[src/rtl/e203_exu_longp_wbarb_pkg.sv]
// Shared widths and FSM encoding for the long-pipe writeback arbiter.
package e203_exu_longp_wbarb_pkg;

  localparam int E203_XLEN        = 32;
  localparam int E203_ITAG_WIDTH  = 1;
  localparam int E203_RFIDX_WIDTH = 5;

  typedef enum logic [1:0] {
    IDLE = 2'd0,
    WB   = 2'd1,
    EXC  = 2'd2
  } wbarb_state_e;

endpackage

[src/rtl/e203_exu_longp_wbarb_sel.sv]
// Itag match against the OITF retire pointer with fixed lowest-index priority select.
module e203_exu_longp_wbarb_sel #(
  parameter int N_SRC  = 2,
  parameter int ITAG_W = 1,
  parameter int SEL_W  = (N_SRC > 1) ? $clog2(N_SRC) : 1
) (
  input  logic [N_SRC-1:0]        src_valid,
  input  logic [N_SRC*ITAG_W-1:0] src_itag,
  input  logic [ITAG_W-1:0]       ret_ptr,
  input  logic                    oitf_empty,
  output logic [N_SRC-1:0]        sel_oh,
  output logic [SEL_W-1:0]        sel_idx,
  output logic                    any_match
);

  logic [N_SRC-1:0] match;

  always_comb begin
    match = '0;
    for (int i = 0; i < N_SRC; i++) begin
      match[i] = src_valid[i] && (src_itag[i*ITAG_W +: ITAG_W] == ret_ptr) && !oitf_empty;
    end
  end

  // Scan from the top down so the lowest matching index wins.
  always_comb begin
    sel_oh  = '0;
    sel_idx = '0;
    for (int i = N_SRC - 1; i >= 0; i--) begin
      if (match[i]) begin
        sel_oh    = '0;
        sel_oh[i] = 1'b1;
        sel_idx   = SEL_W'(i);
      end
    end
  end

  assign any_match = |match;

endmodule

[src/rtl/e203_exu_longp_wbarb.sv]
// In-order long-pipe writeback arbiter: retires only the completion whose itag is the OITF head.
// Optional watchdog enabled by defining E203_LONGP_WBARB_TIMEOUT_EN.
module e203_exu_longp_wbarb
  import e203_exu_longp_wbarb_pkg::*;
#(
  parameter int N_SRC       = 2,
  parameter int XLEN        = E203_XLEN,
  parameter int ITAG_W      = E203_ITAG_WIDTH,
  parameter int RFIDX_W     = E203_RFIDX_WIDTH,
  parameter int TIMEOUT_CYC = 1024
) (
  input  logic                    clk,
  input  logic                    rst,
  input  logic [N_SRC-1:0]        src_valid,
  output logic [N_SRC-1:0]        src_ready,
  input  logic [N_SRC*ITAG_W-1:0] src_itag,
  input  logic [N_SRC*XLEN-1:0]   src_wdat,
  input  logic [N_SRC-1:0]        src_err,
  input  logic                    oitf_empty,
  input  logic [ITAG_W-1:0]       oitf_ret_ptr,
  input  logic                    oitf_ret_rdwen,
  input  logic [RFIDX_W-1:0]      oitf_ret_rdidx,
  output logic                    oitf_ret_ena,
  output logic                    wbck_o_valid,
  input  logic                    wbck_o_ready,
  output logic [XLEN-1:0]         wbck_o_wdat,
  output logic [RFIDX_W-1:0]      wbck_o_rdidx,
  output logic                    excp_o_valid,
  input  logic                    excp_o_ready,
  output logic [ITAG_W-1:0]       excp_o_itag,
  output logic                    hang_err
);

  localparam int SEL_W = (N_SRC > 1) ? $clog2(N_SRC) : 1;

  wbarb_state_e     state_q, state_d, acc_next;
  logic [N_SRC-1:0] sel_oh;
  logic [SEL_W-1:0] sel_idx;
  logic             any_match, acc, sel_err;
  logic [XLEN-1:0]  sel_wdat;
  logic [ITAG_W-1:0] sel_itag;

  e203_exu_longp_wbarb_sel #(
    .N_SRC (N_SRC),
    .ITAG_W(ITAG_W),
    .SEL_W (SEL_W)
  ) u_sel (
    .src_valid (src_valid),
    .src_itag  (src_itag),
    .ret_ptr   (oitf_ret_ptr),
    .oitf_empty(oitf_empty),
    .sel_oh    (sel_oh),
    .sel_idx   (sel_idx),
    .any_match (any_match)
  );

  assign sel_err  = src_err[sel_idx];
  assign sel_wdat = src_wdat[sel_idx*XLEN +: XLEN];
  assign sel_itag = src_itag[sel_idx*ITAG_W +: ITAG_W];

  // A new result may enter only when the output slot is empty or draining this cycle.
  assign acc          = any_match && ((state_q == IDLE) || ((state_q == WB) && wbck_o_ready));
  assign src_ready    = acc ? sel_oh : '0;
  assign oitf_ret_ena = acc;
  assign acc_next     = sel_err ? EXC : (oitf_ret_rdwen ? WB : IDLE);

  always_ff @(posedge clk) begin
    if (rst) state_q <= IDLE;
    else     state_q <= state_d;
  end

  always_comb begin
    state_d = state_q;
    case (state_q)
      IDLE:    if (acc) state_d = acc_next;
      WB:      if (wbck_o_ready) state_d = acc ? acc_next : IDLE;
      EXC:     if (excp_o_ready) state_d = IDLE;
      default: state_d = IDLE;
    endcase
  end

  always_comb begin
    wbck_o_valid = (state_q == WB);
    excp_o_valid = (state_q == EXC);
  end

  always_ff @(posedge clk) begin
    if (rst) begin
      wbck_o_wdat  <= '0;
      wbck_o_rdidx <= '0;
      excp_o_itag  <= '0;
    end else if (acc) begin
      if (sel_err) begin
        excp_o_itag <= sel_itag;
      end else if (oitf_ret_rdwen) begin
        wbck_o_wdat  <= sel_wdat;
        wbck_o_rdidx <= oitf_ret_rdidx;
      end
    end
  end

`ifdef E203_LONGP_WBARB_TIMEOUT_EN
  localparam int CNT_W = $clog2(TIMEOUT_CYC + 1);

  logic [CNT_W-1:0] wdog_cnt;
  logic             hang_q;

  // Counts cycles the OITF head sits unretired; saturates at the limit.
  always_ff @(posedge clk) begin
    if (rst) begin
      wdog_cnt <= '0;
      hang_q   <= 1'b0;
    end else begin
      if (oitf_empty || oitf_ret_ena) wdog_cnt <= '0;
      else if (wdog_cnt != CNT_W'(TIMEOUT_CYC)) wdog_cnt <= wdog_cnt + 1'b1;
      if (wdog_cnt == CNT_W'(TIMEOUT_CYC)) hang_q <= 1'b1;
    end
  end

  assign hang_err = hang_q;
`else
  assign hang_err = 1'b0 & (TIMEOUT_CYC == 0);
`endif

endmodule

[config.mk]
export PLATFORM = sky130hd
export DESIGN_NAME = e203_exu_longp_wbarb
export DESIGN_NICKNAME = d
export VERILOG_FILES = /design/src/rtl/e203_exu_longp_wbarb_pkg.sv /design/src/rtl/e203_exu_longp_wbarb_sel.sv /design/src/rtl/e203_exu_longp_wbarb.sv
export SDC_FILE = /design/constraint.sdc
export NUM_CORES = 1
export LEC_CHECK = 0
export BUFFER_PORTS_ARGS = -buffer_cell sky130_fd_sc_hd__buf_2
export CAP_MARGIN = 40
export CORE_MARGIN = 2
export CORE_UTILIZATION = 50
export CTS_BUF_LIST = sky130_fd_sc_hd__clkbuf_8 sky130_fd_sc_hd__clkbuf_16
export DETAILED_ROUTE_END_ITERATION = 8
export MAX_ROUTING_LAYER = met4
export PLACE_DENSITY = 0.81
export SLEW_MARGIN = 30
export SYNTH_ARGS = -nofsm -noshare
export SYNTH_HDL_FRONTEND = slang
export SYNTH_SLANG_ARGS = --single-unit
[constraint.sdc]
create_clock -name clk -period 4.8 [get_ports clk]
set_input_delay 0.48 -clock clk [delete_from_list [all_inputs] [get_ports clk]]
set_output_delay 0.48 -clock clk [all_outputs]
set_load 0.05 [all_outputs]
==> metrics, run 1 <==
ys flop type dfxtp_1; FF+latch count, synth 40; max-cap violation count 0; Hold Crit Class in -> reg; 1st-iter DRT viols ~250; post-DP HPWL 5610 microns; # setup viols final 0; sequential share of the synthesized area 0.296; Via density about 6.4; I/O pin total 126; critical path capture point type output port; routed wire length roughly 8000 microns; CP cell instances nor2b_1, nor2_1, and3_1, buf_2; Layout Area Growth over Synthesis 27.4%; CP Class reg -> out; GRT Total Usage 0.264; # diodes 0; Initial Util 0.523; CP Launch Type register; clock transition at the registers of the reported paths 0.08 ns; Post-Syn Area roughly 2700 sq um; met1 usage 0.336; global route total overflow 0; Worst Tran Pin Value 0.753 ns; Synth cell types 39; Post-synth EDFFs 0; first-pass GRT wire length approximately 13,000 microns; final period utilization 0.493; remaining antenna violation count 0; Static Leak roughly 1.3 nW; Port-buffer cells 124; # clock sinks 40; Synth Net Count ~370; Root Driver clkbuf_8; DRC viols 0; CP required about 4.3 ns; die area between 6000 and 7000 sq um; Synth async-reset ratio 0; Final Max Slew Viols 0; GRT Max-Usage Layer met2; crit-path max FO 10; Design Power between 0.0008 and 0.0009 W; Yosys top cell by area dfxtp_1; Chip Height between 70 and 80 microns; crit path time final 2.36 ns; setup_tns 0 ns; top-count cell post-synth dfxtp_1; Peak supply drop between 0.1 and 0.15 mV; CORE AREA 5170 sq um; post-place instance area about 3300 sq um; via count 2,913; Routability Congestion about 0.87; Die W 77.6 microns; total CTS buffers 5; unrepaired setup endpoints after global routing no; antenna violations before repair 0; relative slew slack 0.497; largest net degree at the start of global routing 39; Fin. Hold Viols 0; CP delay by family, top simple AND/OR/NAND/NOR gates; layout cell share with drive strength beyond 1 0.527; skew final roughly 0.0064 ns; hold_buf cts 0; # nets final 466; CTS tree built; top cell type's share of synthesized area 0.296; Crit-path slowest cell nor2b_1; synth warn 0; met2 GRT Util 0.430; Clock Path Buffers 2; wire length per cell between 15 and 20 microns; Worst EP arrival approximately 1.9 ns; Synth Area per Inst about 9.5 sq um; Synth top cells by count dfxtp_1, nand3_1, o21ai_0; # H-tree levels 2; DR pass1 iterations 5; Pwr Density 252 nW/um^2; Cells after Synth 284; worst-skew pair later-pin latency 0.29 ns; synth top area cells dfxtp_1, a221oi_2, a311oi_2; post-cts resize count 0; vias in the first global route roughly 2,800; CP peak stage delay roughly 0.62 ns; num rows 26; f_max around 420 MHz; CP bufs+invs 1; outcome finished clean; met3 Usage GRT 0.0558; # Post-CTS Setup Buffers 0; design area 3450 sq um
==> cell type report <==
type | count | area [sq um]
multi-input cells | 202 | 1730
inverters | 1 | 3.75
clock inverters | 2 | 10.0
well taps | 70 | 87.6
fillers | 439 | 1730
clock buffers | 6 | 82.6
flip-flops and latches | 40 | 801
repair buffers | 134 | 732
==> worst reg2reg max path, cell delays in order, from the launching register on <==
cell and delay [ns]:
dfxtp_1 0.34, nand2b_1 0.30, nor2_4 0.15, buf_4 0.48, o21a_2 0.52, buf_16 0.23, a311oi_2 0.11
==> power by group <==
group / internal, W / total (W) / switching (W)
registers: 0.000347 / 0.000359 / 0.0000120
logic: 0.0000901 / 0.000276 / 0.000186
clock network: 0.000115 / 0.000233 / 0.000118
==> cells by family (layout without fill, tap and decap cells) <==
group | Yosys count | count (layout) | synth area share
AO/OA/AOI/OAI | 124 | 124 | 0.460
AND/OR/NAND/NOR | 73 | 73 | 0.148
buffers and inverters | 42 | 143 | 0.0782
flip-flops | 40 | 40 | 0.296
XOR/XNOR | 3 | 3 | 0.0125
other | 1 | 1 | 0.00139
multiplexers | 1 | 1 | 0.00416
==> state kept, by name (all words and copies together) (netlist names) <==
register	cells
state_q	2
excp_o_itag	1
wbck_o_wdat	32
wbck_o_rdidx	5
==> layout by cell type, fill, tap and decap left out, drive strengths merged <==
cell	count
nand3	32
or2	1
or3b	2
nand2	5
o21ba	1
a32oi	5
o21a	2
a211oi	1
a311oi	32
buf	134
nand2b	5
a21oi	8
xor2	2
xnor2	1
a22o	1
o21ai	33
mux2	1
conb	1
a221oi	37
nor4	1
a2111oi	1
dfxtp	40
a21boi	1
inv	1
a22oi	1
a2bb2oi	1
nor4b	5
nor2	5
nor2b	7
and3	2
clkbuf	6
nor3	8
clkinv	2
==> final timing paths <==
path	startpoint	endpoint	slack (ns)	depth (start not counted)
setup / recovery	state_q[0]	src_ready[1]	2.44	4
hold / removal	src_wdat[34]	wbck_o_wdat[2]	0.47	3
setup reg to reg	state_q[1]	wbck_o_wdat[14]	2.54	6
hold reg to reg	state_q[0]	state_q[1]	0.60	3
==> per-layer routing <==
layer	vias to the layer above	routed length, microns
met3	17	713
met4	0	102
met5	-	0
met1	1379	3430
li1	1349	-
met2	168	3750
==> per-stage QoR <==
step | std cells | hold slack, ns | worst slack [ns] | util
floorplan | 284 | 0.630 | 2.01 | -
global placement | 443 | 0.547 | 2.28 | 0.635
detailed placement | 446 | 0.577 | 2.13 | 0.643
CTS | 454 | 0.467 | 2.28 | 0.661
global route | 455 | 0.462 | 2.28 | 0.666
finish | 455 | 0.472 | 2.44 | 0.666
Power figures use the tool's default switching activity.
==> inputs of run 2 (changes only) <==
--- a/config.mk
+++ b/config.mk
@@ -5,14 +5,15 @@
 export SDC_FILE = /design/constraint.sdc
 export NUM_CORES = 1
 export LEC_CHECK = 0
+export ABC_AREA = 1
 export BUFFER_PORTS_ARGS = -buffer_cell sky130_fd_sc_hd__buf_2
 export CAP_MARGIN = 40
 export CORE_MARGIN = 2
-export CORE_UTILIZATION = 50
+export CORE_UTILIZATION = 45
 export CTS_BUF_LIST = sky130_fd_sc_hd__clkbuf_8 sky130_fd_sc_hd__clkbuf_16
 export DETAILED_ROUTE_END_ITERATION = 8
 export MAX_ROUTING_LAYER = met4
-export PLACE_DENSITY = 0.81
+export PLACE_DENSITY = 0.77
 export SLEW_MARGIN = 30
 export SYNTH_ARGS = -nofsm -noshare
 export SYNTH_HDL_FRONTEND = slang
==> constraint.sdc (replaced) <==
create_clock -name clk -period 2.3 [get_ports clk]
set_input_delay 0.23 -clock clk [delete_from_list [all_inputs] [get_ports clk]]
set_output_delay 0.23 -clock clk [all_outputs]
set_load 0.05 [all_outputs]
==> metrics, run 2 <==
Synth async-reset ratio 0; ys flop type dfxtp_1; vias in the first global route between 2,000 and 2,500; max-cap violation count 0; routed wire length just under 6000 microns; CP required just over 2 ns; crit-path max FO 35; area occupied by multi-input gates 1200 sq um; unrepaired setup endpoints after global routing no; CP Launch Type primary input; Die W roughly 76 microns; global route total overflow 0; Worst EP arrival about 1.6 ns; # nets final 592; Pwr Density ~550 nW/um^2; FILL cells 520; Reg with most FFs wbck_o_wdat; largest net degree at the start of global routing 40; sequential share of the synthesized area 0.348; wire length per cell between 9 and 10 microns; antenna violations before repair 0; Root Driver clkbuf_8; setup_tns 0 ns; FF+latch area roughly 800 sq um; Post-Syn Area 2300 sq um; Peak supply drop between 0.3 and 0.4 mV; Synth top cells by count nand2_1, nor2_1, inv_1; CP Class in -> out; commonest non-fill, non-tap cell in the layout nand2_1; post-cts resize count 0; DR pass1 iterations 4; Routability Congestion roughly 0.8; critical path capture point type output port; # clock sinks 40; Top Registers wbck_o_wdat: 32 flops, wbck_o_rdidx: 5 flops, state_q: 2 flops; Placement Setup Slack between 0.4 and 0.5 ns; Initial Util 0.459; post-DP HPWL ~4400 microns; Synth Area per Inst just under 6 sq um; 1st-iter DRT viols 91; outcome finished clean; Static Leak between 1.5 and 2 nW; Largest register FFs 32; Synth cell types 20; layout cell share with drive strength beyond 1 0.290; skew final between 0.005 and 0.006 ns; Port-buffer cells around 120; worst-skew pair later-pin latency between 0.2 and 0.3 ns; Fin. Hold Viols 0; die area 5700 sq um; commonest cells after routing, fill and taps aside nand2_1, buf_2, nor2_1; Post-synth EDFFs 0; via count roughly 2,600; DRC viols 0; total CTS buffers 5; fin worst setup slack approximately 0.47 ns; GRT Total Usage 0.207; # Post-CTS Setup Buffers 0; Hold Crit Class in -> reg; hold_buf cts 0; FF+latch count, synth 40; CORE AREA between 5000 and 6000 sq um; Chip Height between 70 and 80 microns; crit path time final about 1.8 ns; Cells after Synth 394; # H-tree levels 2; f_max between 500 and 600 MHz; synth warn 0; I/O pin total roughly 130; Via density between 4 and 5; # diodes 0; clock transition at the registers of the reported paths about 0.070 ns; Layout Area Growth over Synthesis 31.5%; final period utilization 0.794; Yosys top cell by area dfxtp_1; Clock Path Buffers 2; Final Max Slew Viols 0; top cell type's share of synthesized area 0.348; top-count cell post-synth nand2_1; synth top area cells dfxtp_1, nand2_1, nor2_1; num rows 26; # setup viols final 0; remaining antenna violation count 0; first-pass GRT wire length 9030 microns; CTS tree built; Synth Net Count approximately 480
[run 2: cell count changes after synthesis, sizes merged, moves of 7 or more]
cell,before,now
nor3,8,1
buf,20,13
a311oi,32,0
a221oi,37,0
inv,1,46
clkbuf,21,9
nand2,5,150
nor2,5,88
nor2b,7,0
o21ai,33,0
[run 2: area by class of cell]
type / count / area share
Inverter: 46 / 0.0571
Tap cell: 70 / 0.0289
Multi-Input combinational cell: 286 / 0.397
Timing Repair Buffer: 131 / 0.222
Clock buffer: 6 / 0.0273
Sequential cell: 40 / 0.265
Clock inverter: 2 / 0.00248
[run 2: through the flow]
stage | instances | hold WS (ns) | util | cell area, sq um | total power [W]
after floorplan | 394 | 0.299 | - | 2300 | 0.00107
after global placement | 573 | 0.419 | 0.586 | 2940 | 0.00120
after detailed placement | 573 | 0.431 | 0.586 | 2940 | 0.00121
after CTS | 581 | 0.125 | 0.604 | 3030 | 0.00167
after global routing | 581 | 0.125 | 0.604 | 3030 | 0.00176
final | 581 | 0.135 | 0.604 | 3030 | 0.00165
[run 2: worst paths after layout]
check / from / depth (start not counted) / slack [ns] / to
setup / recovery: oitf_empty / 8 / 0.47 / src_ready[1]
hold reg to reg: wbck_o_rdidx[4] / 2 / 0.49 / wbck_o_rdidx[4]
hold / removal: rst / 2 / 0.13 / state_q[1]
setup reg to reg: state_q[0] / 8 / 0.70 / wbck_o_wdat[6]
[run 2: worst max-delay path, stage by stage]
cell	delay [ns]
buf_2	0.10
nor2_1	0.18
inv_2	0.09
nor2_8	0.26
nand2_2	0.08
buf_4	0.26
nor2_1	0.13
buf_2	0.27
[run 2: cells by family (layout without fill, tap and decap cells)]
| logic type | after synthesis | count (layout) | share of synthesized area |
|---|---|---|---|
| other | 1 | 1 | 0.00163 |
| DFF | 40 | 40 | 0.348 |
| and+or+nand+nor | 283 | 283 | 0.515 |
| AOI/OAI and AO/OA | 2 | 2 | 0.00435 |
| buffers and inverters | 68 | 185 | 0.131 |
[run 2: layer usage]
layer,share of wire,GRT usage,up-vias
li1,-,-,1391
met1,0.45,0.247,1078
met2,0.47,0.358,88
met3,0.071,0.0463,5
met4,0.0062,0.0448,0
met5,0,-,-
[run 2: power breakdown]
| group | total, W | internal (W) | switching, W |
|---|---|---|---|
| Clock | 0.000464 | 0.000236 | 0.000229 |
| Sequential | 0.000741 | 0.000725 | 0.0000160 |
| Combinational | 0.000448 | 0.000142 | 0.000305 |
==> inputs of run 3 (changes only) <==
==> constraint.sdc (replaced) <==
create_clock -name clk -period 1.8 [get_ports clk]
set_input_delay 0.18 -clock clk [delete_from_list [all_inputs] [get_ports clk]]
set_output_delay 0.18 -clock clk [all_outputs]
set_load 0.05 [all_outputs]
==> metrics, run 3 (synthesis results as in run 2) <==
Clock Path Buffers 2; # Post-CTS Setup Buffers 0; largest net degree at the start of global routing 66; reg2reg start state_q[0]; Port-buffer cells 124; I/O pin total around 130; 1st-iter DRT viols between 90 and 100; Placed Instances 575; f_max between 600 and 700 MHz; CP peak stage delay 0.35 ns; Worst Hold Launch rst; routed wire length around 5600 microns; Root Driver clkbuf_8; vias in the first global route about 2,200; Worst EP arrival about 1.4 ns; Final Max Slew Viols 0; skew final 0.00198 ns; crit path time final about 1.6 ns; Peak supply drop roughly 0.43 mV; Hold Crit Class in -> reg; first-pass GRT wire length 8740 microns; Crit-path slowest cell dfxtp_1; clock transition at the registers of the reported paths 0.07 ns; Via density approximately 4.5; reg2reg path depth 8; worst-skew pair later-pin latency 0.28 ns; Hold EP state_q[1]; Static Leak approximately 1.9 nW; hold_buf cts 0; global route total overflow 0; worst hold stages 2; CTS tree built; Placement Setup Slack 0.220 ns; Layout Area Growth over Synthesis 33.5%; Chip Height between 70 and 80 microns; DR pass1 iterations 4; # nets final 594; Routability Congestion just over 0.8; unrepaired setup endpoints after global routing no; Fin. Hold Viols 0; num rows 26; post-place instance area between 2000 and 3000 sq um; Reg with most FFs wbck_o_wdat; layout cell share with drive strength beyond 1 0.295; antenna violations before repair 0; crit-path max FO 4; remaining antenna violation count 0; post-DP HPWL about 4300 microns; final period utilization 0.863; Top Registers wbck_o_wdat: 32 flops, wbck_o_rdidx: 5 flops, state_q: 2 flops; r2r setup slk roughly 0.33 ns; design area around 3100 sq um; CORE AREA approximately 5000 sq um; DRC viols 0; worst reg2reg endpoint wbck_o_wdat[27]; CP Launch Type register; # setup viols final 0; wire length per cell roughly 9.7 microns; CP cell instances a21oi_1, buf_4, inv_1, nor2_1, buf_2; CP Class reg -> out; setup_tns 0 ns; Layout Cells excl Fill approximately 580; GRT Total Usage 0.201; max-cap violation count 0; # H-tree levels 2; Initial Util 0.459; # clock sinks 40; commonest cells after routing, fill and taps aside nand2_1, buf_2, nor2_1; Pwr Density approximately 700 nW/um^2; fin worst setup slack approximately 0.25 ns; Die W about 76 microns; commonest non-fill, non-tap cell in the layout nand2_1; # diodes 0; Design Power 0.00216 W; critical path capture point type output port; post-cts resize count 0; CP required approximately 1.6 ns; via count about 2,600; outcome finished clean; total CTS buffers 5; Largest register FFs 32; die area 5700 sq um
==> run 3: worst max path at each step <==
stage                  from         endpoint  slack [ns]  cells after the start
2_1_floorplan  src_valid[1]     src_ready[1]        0.08                      7
3_3_place_gp     oitf_empty  wbck_o_wdat[29]        0.28                     12
3_5_place_dp     oitf_empty  wbck_o_wdat[15]        0.22                     12
4_1_cts          state_q[0]     src_ready[0]        0.24                      5
5_1_grt          state_q[0]     src_ready[0]        0.14                      5
6_report         state_q[0]     src_ready[0]        0.25                      5
==> run 3: worst max-delay path: cells and delay by family, from the launching register on <==
family / cells / cell delay [ns]
buffers and inverters: 3 / 0.48
flip-flops: 1 / 0.35
AO/OA/AOI/OAI: 1 / 0.15
AND/OR/NAND/NOR: 1 / 0.10
==> run 3: stage by stage <==
stage	hold slack (ns)	utilization
global placement	0.376	0.594
floorplan	0.249	-
detailed placement	0.380	0.594
CTS	0.0698	0.613
finish	0.0817	0.613
global route	0.0774	0.613
==> run 3: power by group <==
group          leakage, nW  internal, W  total, W  switching, W
logic                 1.56     0.000191  0.000582      0.000391
clock network       0.0503     0.000341  0.000631      0.000289
registers            0.325     0.000927  0.000947     0.0000201
total                 1.94      0.00146   0.00216      0.000701
==> run 3: layout make-up <==
type | instances | area (sq um)
timing repair buffer | 133 | 713
clock buffer | 7 | 96.3
multi-input combinational | 286 | 1200
tap | 70 | 87.6
sequential | 40 | 801
fill | 519 | 1940
inverter | 46 | 173
==> run 3: routing by layer <==
metal | vias to the layer above | global-route usage | wire [microns]
li1 | 1393 | - | -
met1 | 1112 | 0.235 | 2620
met2 | 91 | 0.352 | 2610
met3 | 7 | 0.0344 | 343
met4 | 0 | 0.0643 | 76
met5 | - | - | 0
